<file path="src/rtl/pipeline_ctrl_pkg.sv">
// ---------------------------------------------------------------------------
// pipeline_ctrl_pkg : shared types and defaults for the pipeline stall sequencer
// Revision: 1.0
// ---------------------------------------------------------------------------
`default_nettype none

package pipeline_ctrl_pkg;

  localparam int DEF_MEM_TIMEOUT = 16;
  localparam int DEF_CNT_W       = 32;

  typedef enum logic [1:0] {
    RUN      = 2'd0,
    MEM_WAIT = 2'd1,
    MDU_BUSY = 2'd2
  } ctrl_state_e;

endpackage

`default_nettype wire

</file>
<file path="src/rtl/sat_counter.sv">
// ---------------------------------------------------------------------------
// sat_counter : enabled up-counter that sticks at all-ones
// Revision: 1.0
// ---------------------------------------------------------------------------
`default_nettype none

module sat_counter #(
  parameter int CNT_W = 32
) (
  input  logic             clk,
  input  logic             rst,
  input  logic             en,
  output logic [CNT_W-1:0] count
);

  always_ff @(posedge clk or posedge rst) begin
    if (rst) begin
      count <= '0;
    end else if (en && (count != {CNT_W{1'b1}})) begin
      count <= count + CNT_W'(1);
    end
  end

endmodule

`default_nettype wire

</file>
<file path="src/rtl/pipeline_stall_ctrl.sv">
// ---------------------------------------------------------------------------
// pipeline_stall_ctrl : stall/flush sequencer for the 5-stage pipeline
// Revision: 1.0
// ---------------------------------------------------------------------------
`default_nettype none

module pipeline_stall_ctrl
  import pipeline_ctrl_pkg::*;
#(
  parameter int MEM_TIMEOUT = DEF_MEM_TIMEOUT,
  parameter int CNT_W       = DEF_CNT_W
) (
  input  logic             clk,
  input  logic             rst,
  input  logic             load_use_hz,
  input  logic             br_taken_EX,
  input  logic             dmem_req_MEM,
  input  logic             dmem_ack,
  input  logic             mdu_start_EX,
  input  logic             mdu_done,
  output logic             pc_write,
  output logic             if_id_write,
  output logic             id_ex_write,
  output logic             ex_mem_write,
  output logic             mem_wb_write,
  output logic             if_id_flush,
  output logic             id_ex_flush,
  output logic             ex_mem_flush,
  output logic             mem_wb_flush,
  output logic             mem_err,
  output logic [CNT_W-1:0] stall_cycles
);

  localparam int WAIT_W = (MEM_TIMEOUT > 2) ? $clog2(MEM_TIMEOUT) : 1;
  localparam logic [WAIT_W-1:0] WAIT_LAST = WAIT_W'(MEM_TIMEOUT - 1);

  ctrl_state_e       state, state_nxt;
  logic [WAIT_W-1:0] wait_cnt;
  logic              done_latched, done_latched_nxt;
  logic              mdu_pend, mdu_pend_nxt;

  logic ack_eff, mem_stall, done_eff, mdu_stall, timeout, mdu_exit;

  // The registered watchdog pulse doubles as the release of the timed-out access.
  assign ack_eff   = dmem_ack | mem_err;
  assign mem_stall = ((state == MEM_WAIT) || dmem_req_MEM) && !ack_eff;
  assign done_eff  = mdu_done | done_latched;
  assign mdu_stall = (state == MDU_BUSY) && !done_eff;
  assign timeout   = (state == MEM_WAIT) && !ack_eff && (wait_cnt == WAIT_LAST);
  assign mdu_exit  = (state == MDU_BUSY) && (state_nxt == RUN);

  always_comb begin
    state_nxt        = state;
    mdu_pend_nxt     = 1'b0;
    done_latched_nxt = done_latched;
    case (state)
      RUN: begin
        if (mem_stall) begin
          state_nxt    = MEM_WAIT;
          mdu_pend_nxt = mdu_start_EX && !mdu_done;
        end else if (mdu_start_EX && !mdu_done) begin
          state_nxt = MDU_BUSY;
        end
      end
      MEM_WAIT: begin
        if (!mem_stall || timeout) begin
          state_nxt = mdu_pend ? MDU_BUSY : RUN;
        end else begin
          mdu_pend_nxt = mdu_pend;
        end
      end
      MDU_BUSY: begin
        if (mem_stall) begin
          state_nxt    = MEM_WAIT;
          mdu_pend_nxt = 1'b1;
        end else if (done_eff) begin
          state_nxt = RUN;
        end
      end
      default: state_nxt = RUN;
    endcase
    // A done pulse arriving while the MDU is parked behind a memory wait is kept.
    if (mdu_exit) begin
      done_latched_nxt = 1'b0;
    end else if (mdu_done && ((state == MDU_BUSY) || mdu_pend)) begin
      done_latched_nxt = 1'b1;
    end
  end

  always_ff @(posedge clk or posedge rst) begin
    if (rst) begin
      state        <= RUN;
      wait_cnt     <= '0;
      done_latched <= 1'b0;
      mdu_pend     <= 1'b0;
      mem_err      <= 1'b0;
    end else begin
      state        <= state_nxt;
      done_latched <= done_latched_nxt;
      mdu_pend     <= mdu_pend_nxt;
      mem_err      <= timeout;
      if ((state == MEM_WAIT) && (state_nxt == MEM_WAIT)) begin
        wait_cnt <= wait_cnt + WAIT_W'(1);
      end else begin
        wait_cnt <= '0;
      end
    end
  end

  always_comb begin
    pc_write     = 1'b1;
    if_id_write  = 1'b1;
    id_ex_write  = 1'b1;
    ex_mem_write = 1'b1;
    mem_wb_write = 1'b1;
    if_id_flush  = 1'b0;
    id_ex_flush  = 1'b0;
    ex_mem_flush = 1'b0;
    mem_wb_flush = 1'b0;
    if (mem_stall) begin
      // MEM/WB stays enabled so the bubble is actually loaded behind the stall.
      pc_write     = 1'b0;
      if_id_write  = 1'b0;
      id_ex_write  = 1'b0;
      ex_mem_write = 1'b0;
      mem_wb_flush = 1'b1;
    end else if (mdu_stall) begin
      pc_write     = 1'b0;
      if_id_write  = 1'b0;
      id_ex_write  = 1'b0;
      ex_mem_flush = 1'b1;
    end else if (br_taken_EX) begin
      if_id_flush = 1'b1;
      id_ex_flush = 1'b1;
    end else if (load_use_hz) begin
      pc_write    = 1'b0;
      if_id_write = 1'b0;
      id_ex_flush = 1'b1;
    end
  end

  sat_counter #(
    .CNT_W (CNT_W)
  ) u_stall_cnt (
    .clk   (clk),
    .rst   (rst),
    .en    (!pc_write),
    .count (stall_cycles)
  );

endmodule

`default_nettype wire

</file>
<file path="config.mk">
export PLATFORM = sky130hd
export DESIGN_NAME = pipeline_stall_ctrl
export DESIGN_NICKNAME = d
export VERILOG_FILES = /design/src/rtl/pipeline_ctrl_pkg.sv /design/src/rtl/sat_counter.sv /design/src/rtl/pipeline_stall_ctrl.sv
export SDC_FILE = /design/constraint.sdc
export NUM_CORES = 1
export LEC_CHECK = 0
export CAP_MARGIN = 20
export CORE_MARGIN = 1.5
export CORE_UTILIZATION = 55
export CTS_BUF_LIST = sky130_fd_sc_hd__clkbuf_4
export DETAILED_ROUTE_END_ITERATION = 6
export PLACE_DENSITY = 0.87
export SYNTH_ARGS = -nofsm -noshare
export SYNTH_HDL_FRONTEND = slang
export SYNTH_HIERARCHICAL = 1
export SYNTH_SLANG_ARGS = --single-unit
export TNS_END_PERCENT = 5
</file>
<file path="constraint.sdc">
create_clock -name clk -period 4.6 [get_ports clk]
set_input_delay 0.69 -clock clk [delete_from_list [all_inputs] [get_ports clk]]
set_output_delay 0.69 -clock clk [all_outputs]
set_load 0.005 [all_outputs]
</file>
==> results.json, run 1 <==
{
  "status": "finished, final reports clean",
  "ios": 50,
  "multi_input_area_um2": 992,
  "grt_pass1_vias": 1538,
  "clock.fmax_mhz": 305,
  "drt-wirelength-per-cell_um": 14.4,
  "yosysSeqAreaShare_pct": 49.3,
  "avgViaCountPerCell": 5.60,
  "cts.repair.resized": 0,
  "timing.hold.ws_ps": 480,
  "rr_worst_depth": 10,
  "synthCells": 194,
  "final_cell_area_um2": 2680,
  "syn_nets": 204,
  "drv_cap": 0,
  "finalCriticalPeriod_ps": 3280,
  "relSlewSlack_pct": 38.0,
  "ys_ff_latch": 41,
  "drtIter0Drc": 89,
  "tightest_slew_ps": 923,
  "crit_fanout": 10,
  "endpoint_kind": "flip-flop",
  "die_y_um": 64.5,
  "grt_max_degree": 33,
  "clkLatencyLatePin_ps": 350,
  "seqCellArea_um2": 1030,
  "final-max-slew-violation-count": 0,
  "drive_above_1_share_pct": 9.35,
  "hpwlAfterDp_um": 3070,
  "async_flop_share_pct": 100,
  "antenna_found_initial": 0,
  "grt_setup_unrepaired": "false",
  "clockBufferDepth": 2,
  "track_usage_pct": 22.6,
  "r2r_slack_ps": 1650,
  "syn_area_um2": 2080,
  "fin_nets": 255,
  "fin_skew_ps": 7.36,
  "vias": 1647,
  "antenna-diode-count": 0,
  "gp_congestion": 0.888,
  "cts_buffers": 5,
  "power_density_nw_per_um2": 327,
  "r2r-start": "mem_err",
  "dieArea_um2": 4160,
  "ir_worst_vdd_uv": 261,
  "placed_cell_area_um2": 2600,
  "required_ps": 4840,
  "setup_viol": 0,
  "cts_hold_buf": 0,
  "synth_ff_type": "dfrtp_1",
  "layout_common_cells": "48 x clkdlybuf4s50_1, 41 x dfrtp_1, 27 x xnor2_1",
  "timing_hold_violations_final": 0,
  "route.detailed.drc": 0,
  "die_x_um": 64.5,
  "timing.rr.end": "u_stall_cnt/count[27]",
  "cts_sinks": 41,
  "cts-root-buf": "clkbuf_4",
  "start_util_pct": 56.9,
  "crit_path_start": "dmem_ack",
  "setup.worst_path.start_class": "input pin",
  "dr.pass1.iters": 4,
  "yosys_warnings": 6,
  "portBuffers": 48,
  "core_um2": 3660,
  "finalWirelength_um": 4230,
  "ys_types": 42,
  "synth_edf_count": 0,
  "htreeDepth": 2,
  "total_power_mw": 0.876,
  "p_leak_nw": 1.14,
  "ant_nets": 0,
  "post_cts_buffers": 0,
  "cts_tree": "built",
  "setup.worst_path.class": "in -> reg",
  "clk_pin_slew_ps": 120,
  "nFillCells": 271,
  "endpoint": "u_stall_cnt/count[27]",
  "syn_area_per_cell_um2": 10.7,
  "finalCritPeriodShare_pct": 71.3,
  "syn2layout_area_growth_pct": 28.8,
  "final_common_cell": "clkdlybuf4s50_1",
  "hold_class": "reg -> reg",
  "grt-ovfl-total": 0,
  "worstPathArrival_ps": 3520,
  "rows": 22,
  "tns_ps": 0,
  "grt_pass1_wl_um": 7210
}
==> sequential cells by signal, summed over array words and instances, names as in the netlist <==
signal             cells
done_latched           1
mdu_pend               1
mem_err                1
state                  2
u_stall_cnt/count     32
wait_cnt               4
==> layer usage <==
metal | share of wire, % | wire (um) | global-route usage, % | up-vias
met4 | 0.76 | 32 | 8.51 | 0
met1 | 45 | 1910 | 30.9 | 807
li1 | - | - | - | 789
met2 | 49 | 2050 | 35.4 | 49
met5 | 0 | 0 | 0 | -
met3 | 5.5 | 232 | 5.38 | 2
==> per-stage QoR <==
step | std cells | setup slack (ps) | util, %
4_1_cts | 294 | 1360 | 73.2
6_report | 294 | 1320 | 73.2
3_5_place_dp | 286 | 1010 | 71.1
5_1_grt | 294 | 1070 | 73.2
2_1_floorplan | 194 | 1780 | -
3_3_place_gp | 286 | 1100 | 71.1
==> worst max-delay path: stages <==
cell	delay (ps)
clkdlybuf4s50_1	420
nor2_2	220
o21a_4	200
inv_4	40
o31a_4	110
o21ai_0	280
nand3_1	190
or4_4	450
a311oi_4	550
nand3_1	180
xnor2_1	180
==> Yosys cell counts, types with 2 or more instances <==
library cell,n,area [um^2]
nand2b_1,2,12.5
dfrtp_1,41,1030
nor2_1,10,37.5
and3_1,11,68.8
buf_4,2,15.0
nand3b_1,2,15.0
nand2_1,10,37.5
xnor2_1,27,236
a31oi_1,2,12.5
a41oi_1,2,17.5
and2_1,2,12.5
ha_1,2,25.0
inv_1,8,30.0
nand4_1,10,62.6
a21oi_1,6,30.0
clkbuf_1,2,7.51
o2bb2ai_1,2,17.5
a21boi_2,2,22.5
nand3_1,25,125
nor4_1,2,12.5
xor2_1,3,26.3
==> kinds of logic (layout without fill, tap and decap cells) <==
| family | count (synthesis) | in the layout | share of synthesized area [%] |
|---|---|---|---|
| flops | 41 | 41 | 49.3 |
| simple gates | 84 | 84 | 23.1 |
| compound gates | 20 | 20 | 9.56 |
| xor+xnor | 30 | 30 | 12.6 |
| buf+inv | 14 | 66 | 3.06 |
| other cells | 1 | 1 | 0.180 |
| mux | 2 | 2 | 1.02 |
| fa+ha+maj | 2 | 2 | 1.20 |
==> layout make-up <==
class	instances	share of cell area (%)
flip-flops and latches	41	38.3
multi-input cells	139	37.0
repair buffers	49	18.2
well taps	48	2.24
clock inverters	3	1.54
clock buffers	5	1.40
inverters	9	1.35
==> worst min-delay path by stage <==
stage / startpoint / end / slack [ps] / cells after the start
5_1_grt: wait_cnt[0] / wait_cnt[0] / 490 / 1
3_3_place_gp: wait_cnt[0] / wait_cnt[0] / 450 / 1
2_1_floorplan: wait_cnt[0] / wait_cnt[0] / 430 / 1
6_report: wait_cnt[0] / wait_cnt[0] / 480 / 1
3_5_place_dp: wait_cnt[0] / wait_cnt[0] / 460 / 1
4_1_cts: wait_cnt[0] / wait_cnt[0] / 480 / 1
==> where the power goes <==
part | switching, mW | internal (mW) | total (mW)
combinational | 0.0797 | 0.117 | 0.197
sequential | 0.0535 | 0.398 | 0.451
clock | 0.115 | 0.113 | 0.227
total | 0.248 | 0.627 | 0.876
Power figures use the tool's default switching activity.
==> inputs of run 2 (changes only) <==
--- a/config.mk
+++ b/config.mk
@@ -7,10 +7,10 @@
 export LEC_CHECK = 0
 export CAP_MARGIN = 20
 export CORE_MARGIN = 1.5
-export CORE_UTILIZATION = 55
+export CORE_UTILIZATION = 46
 export CTS_BUF_LIST = sky130_fd_sc_hd__clkbuf_4
 export DETAILED_ROUTE_END_ITERATION = 6
-export PLACE_DENSITY = 0.87
+export PLACE_DENSITY = 0.78
 export SYNTH_ARGS = -nofsm -noshare
 export SYNTH_HDL_FRONTEND = slang
 export SYNTH_HIERARCHICAL = 1
==> constraint.sdc (replaced) <==
create_clock -name clk -period 3 [get_ports clk]
set_input_delay 0.45 -clock clk [delete_from_list [all_inputs] [get_ports clk]]
set_output_delay 0.45 -clock clk [all_outputs]
set_load 0.005 [all_outputs]
==> results.json, run 2 (same netlist as run 1, synthesis figures left out) <==
{
  "finalCritPeriodShare_pct": 89.5,
  "grt_setup_unrepaired": "false",
  "setup_viol": 0,
  "timing.hold.ws_ps": 376,
  "relSlewSlack_pct": 58.3,
  "crit_fanout": 7,
  "antenna_found_initial": 0,
  "hold_class": "in -> async",
  "antenna-diode-count": 0,
  "htreeDepth": 2,
  "rows": 24,
  "start_util_pct": 47.8,
  "portBuffers": 48,
  "die_x_um": 70.3,
  "cts-root-buf": "clkbuf_4",
  "crit_path_start": "dmem_ack",
  "setup.worst_path.class": "in -> reg",
  "required_ps": 3230,
  "ant_nets": 0,
  "clk_pin_slew_ps": 120,
  "endpoint_kind": "flip-flop",
  "cts.repair.resized": 0,
  "drt-wirelength-per-cell_um": 13.9,
  "p_leak_nw": 1.16,
  "multi_input_area_um2": 992,
  "grt_pass1_vias": 1612,
  "cts_buffers": 5,
  "finalWirelength_um": 4190,
  "utilization_pct": 62.0,
  "drive_above_1_share_pct": 10.8,
  "dieArea_um2": 4940,
  "nFillCells": 352,
  "post_cts_buffers": 0,
  "seqCellArea_um2": 1030,
  "largest_reg_flops": 32,
  "grt_pass1_wl_um": 7110,
  "finalCriticalPeriod_ps": 2680,
  "reg_top3": "u_stall_cnt/count x32, wait_cnt x4, state x2",
  "avgViaCountPerCell": 5.50,
  "hpwlAfterDp_um": 3120,
  "final-max-slew-violation-count": 0,
  "track_usage_pct": 17.9,
  "regMostFlops": "u_stall_cnt/count",
  "core_um2": 4350,
  "fin_skew_ps": 12.0,
  "cts_hold_buf": 0,
  "status": "finished, final reports clean",
  "clock.fmax_mhz": 373,
  "grt_max_degree": 33,
  "r2r_slack_ps": 400,
  "final_common_cell": "clkdlybuf4s50_1",
  "power_density_nw_per_um2": 458,
  "cts_sinks": 41,
  "ios": 50,
  "fin_nets": 260,
  "drv_cap": 0,
  "clkLatencyLatePin_ps": 340,
  "cts_tree": "built",
  "tightest_slew_ps": 623,
  "gp_congestion": 0.814,
  "dr.pass1.iters": 4,
  "die_y_um": 70.3,
  "tns_ps": 0,
  "drtIter0Drc": 110,
  "grt-ovfl-total": 0,
  "worstPathArrival_ps": 2920,
  "syn2layout_area_growth_pct": 29.7,
  "vias": 1655,
  "clockBufferDepth": 2,
  "timing_hold_violations_final": 0,
  "setup.worst_path.start_class": "input pin",
  "r2r-start": "state[1]",
  "layout_common_cells": "48 x clkdlybuf4s50_1, 41 x dfrtp_1, 27 x xnor2_1",
  "route.detailed.drc": 0,
  "ir_worst_vdd_uv": 298
}
run 2: report_power, final:
group	switching, mW	leakage, nW	internal, mW
clock network	0.162	0.0269	0.0815
logic	0.122	0.576	0.182
registers	0.0791	0.555	0.610
run 2: layout make-up:
class,instances,area share (%)
timing repair buffer,54,19.9
clock inverter,1,0.185
multi-input combinational,139,36.7
clock buffer,5,1.39
inverter,9,1.34
tap,52,2.41
sequential,41,38.0
run 2: per-layer routing:
metal / wire (um) / vias to the layer above / GRT usage, % / share of wire, %
met5: 0 / - / 0 / 0
li1: - / 798 / - / -
met1: 1900 / 806 / 23.7 / 45
met4: 40 / 0 / 6.20 / 0.96
met3: 212 / 6 / 3.90 / 5.1
met2: 2030 / 45 / 29.1 / 49
run 2: final timing paths:
check / end / depth (start not counted)
max: u_stall_cnt/count[26] / 12
min: state[1] / 2
max reg2reg: u_stall_cnt/count[26] / 11
min reg2reg: wait_cnt[0] / 1
max in group asynchronous: u_stall_cnt/count[21] / 3
min in group clk: wait_cnt[0] / 1
run 2: per-stage QoR:
stage | cells | setup slack (ps) | power [mW] | area, um^2
after floorplan | 194 | 421 | 0.841 | 2080
after global placement | 295 | 55.6 | 0.997 | 2660
after detailed placement | 295 | -46.6 | 1.00 | 2660
after CTS | 301 | 333 | 1.25 | 2700
after global routing | 301 | 107 | 1.31 | 2700
final | 301 | 316 | 1.24 | 2700
run 2: critical path: stages:
cell	delay [ps]
clkdlybuf4s50_1	410
nor2_2	210
o21a_4	190
inv_4	40
o31a_4	110
o21ai_0	110
buf_4	200
nand2_1	50
or3_1	370
a2111oi_4	450
nand4_1	170
xnor2_1	150
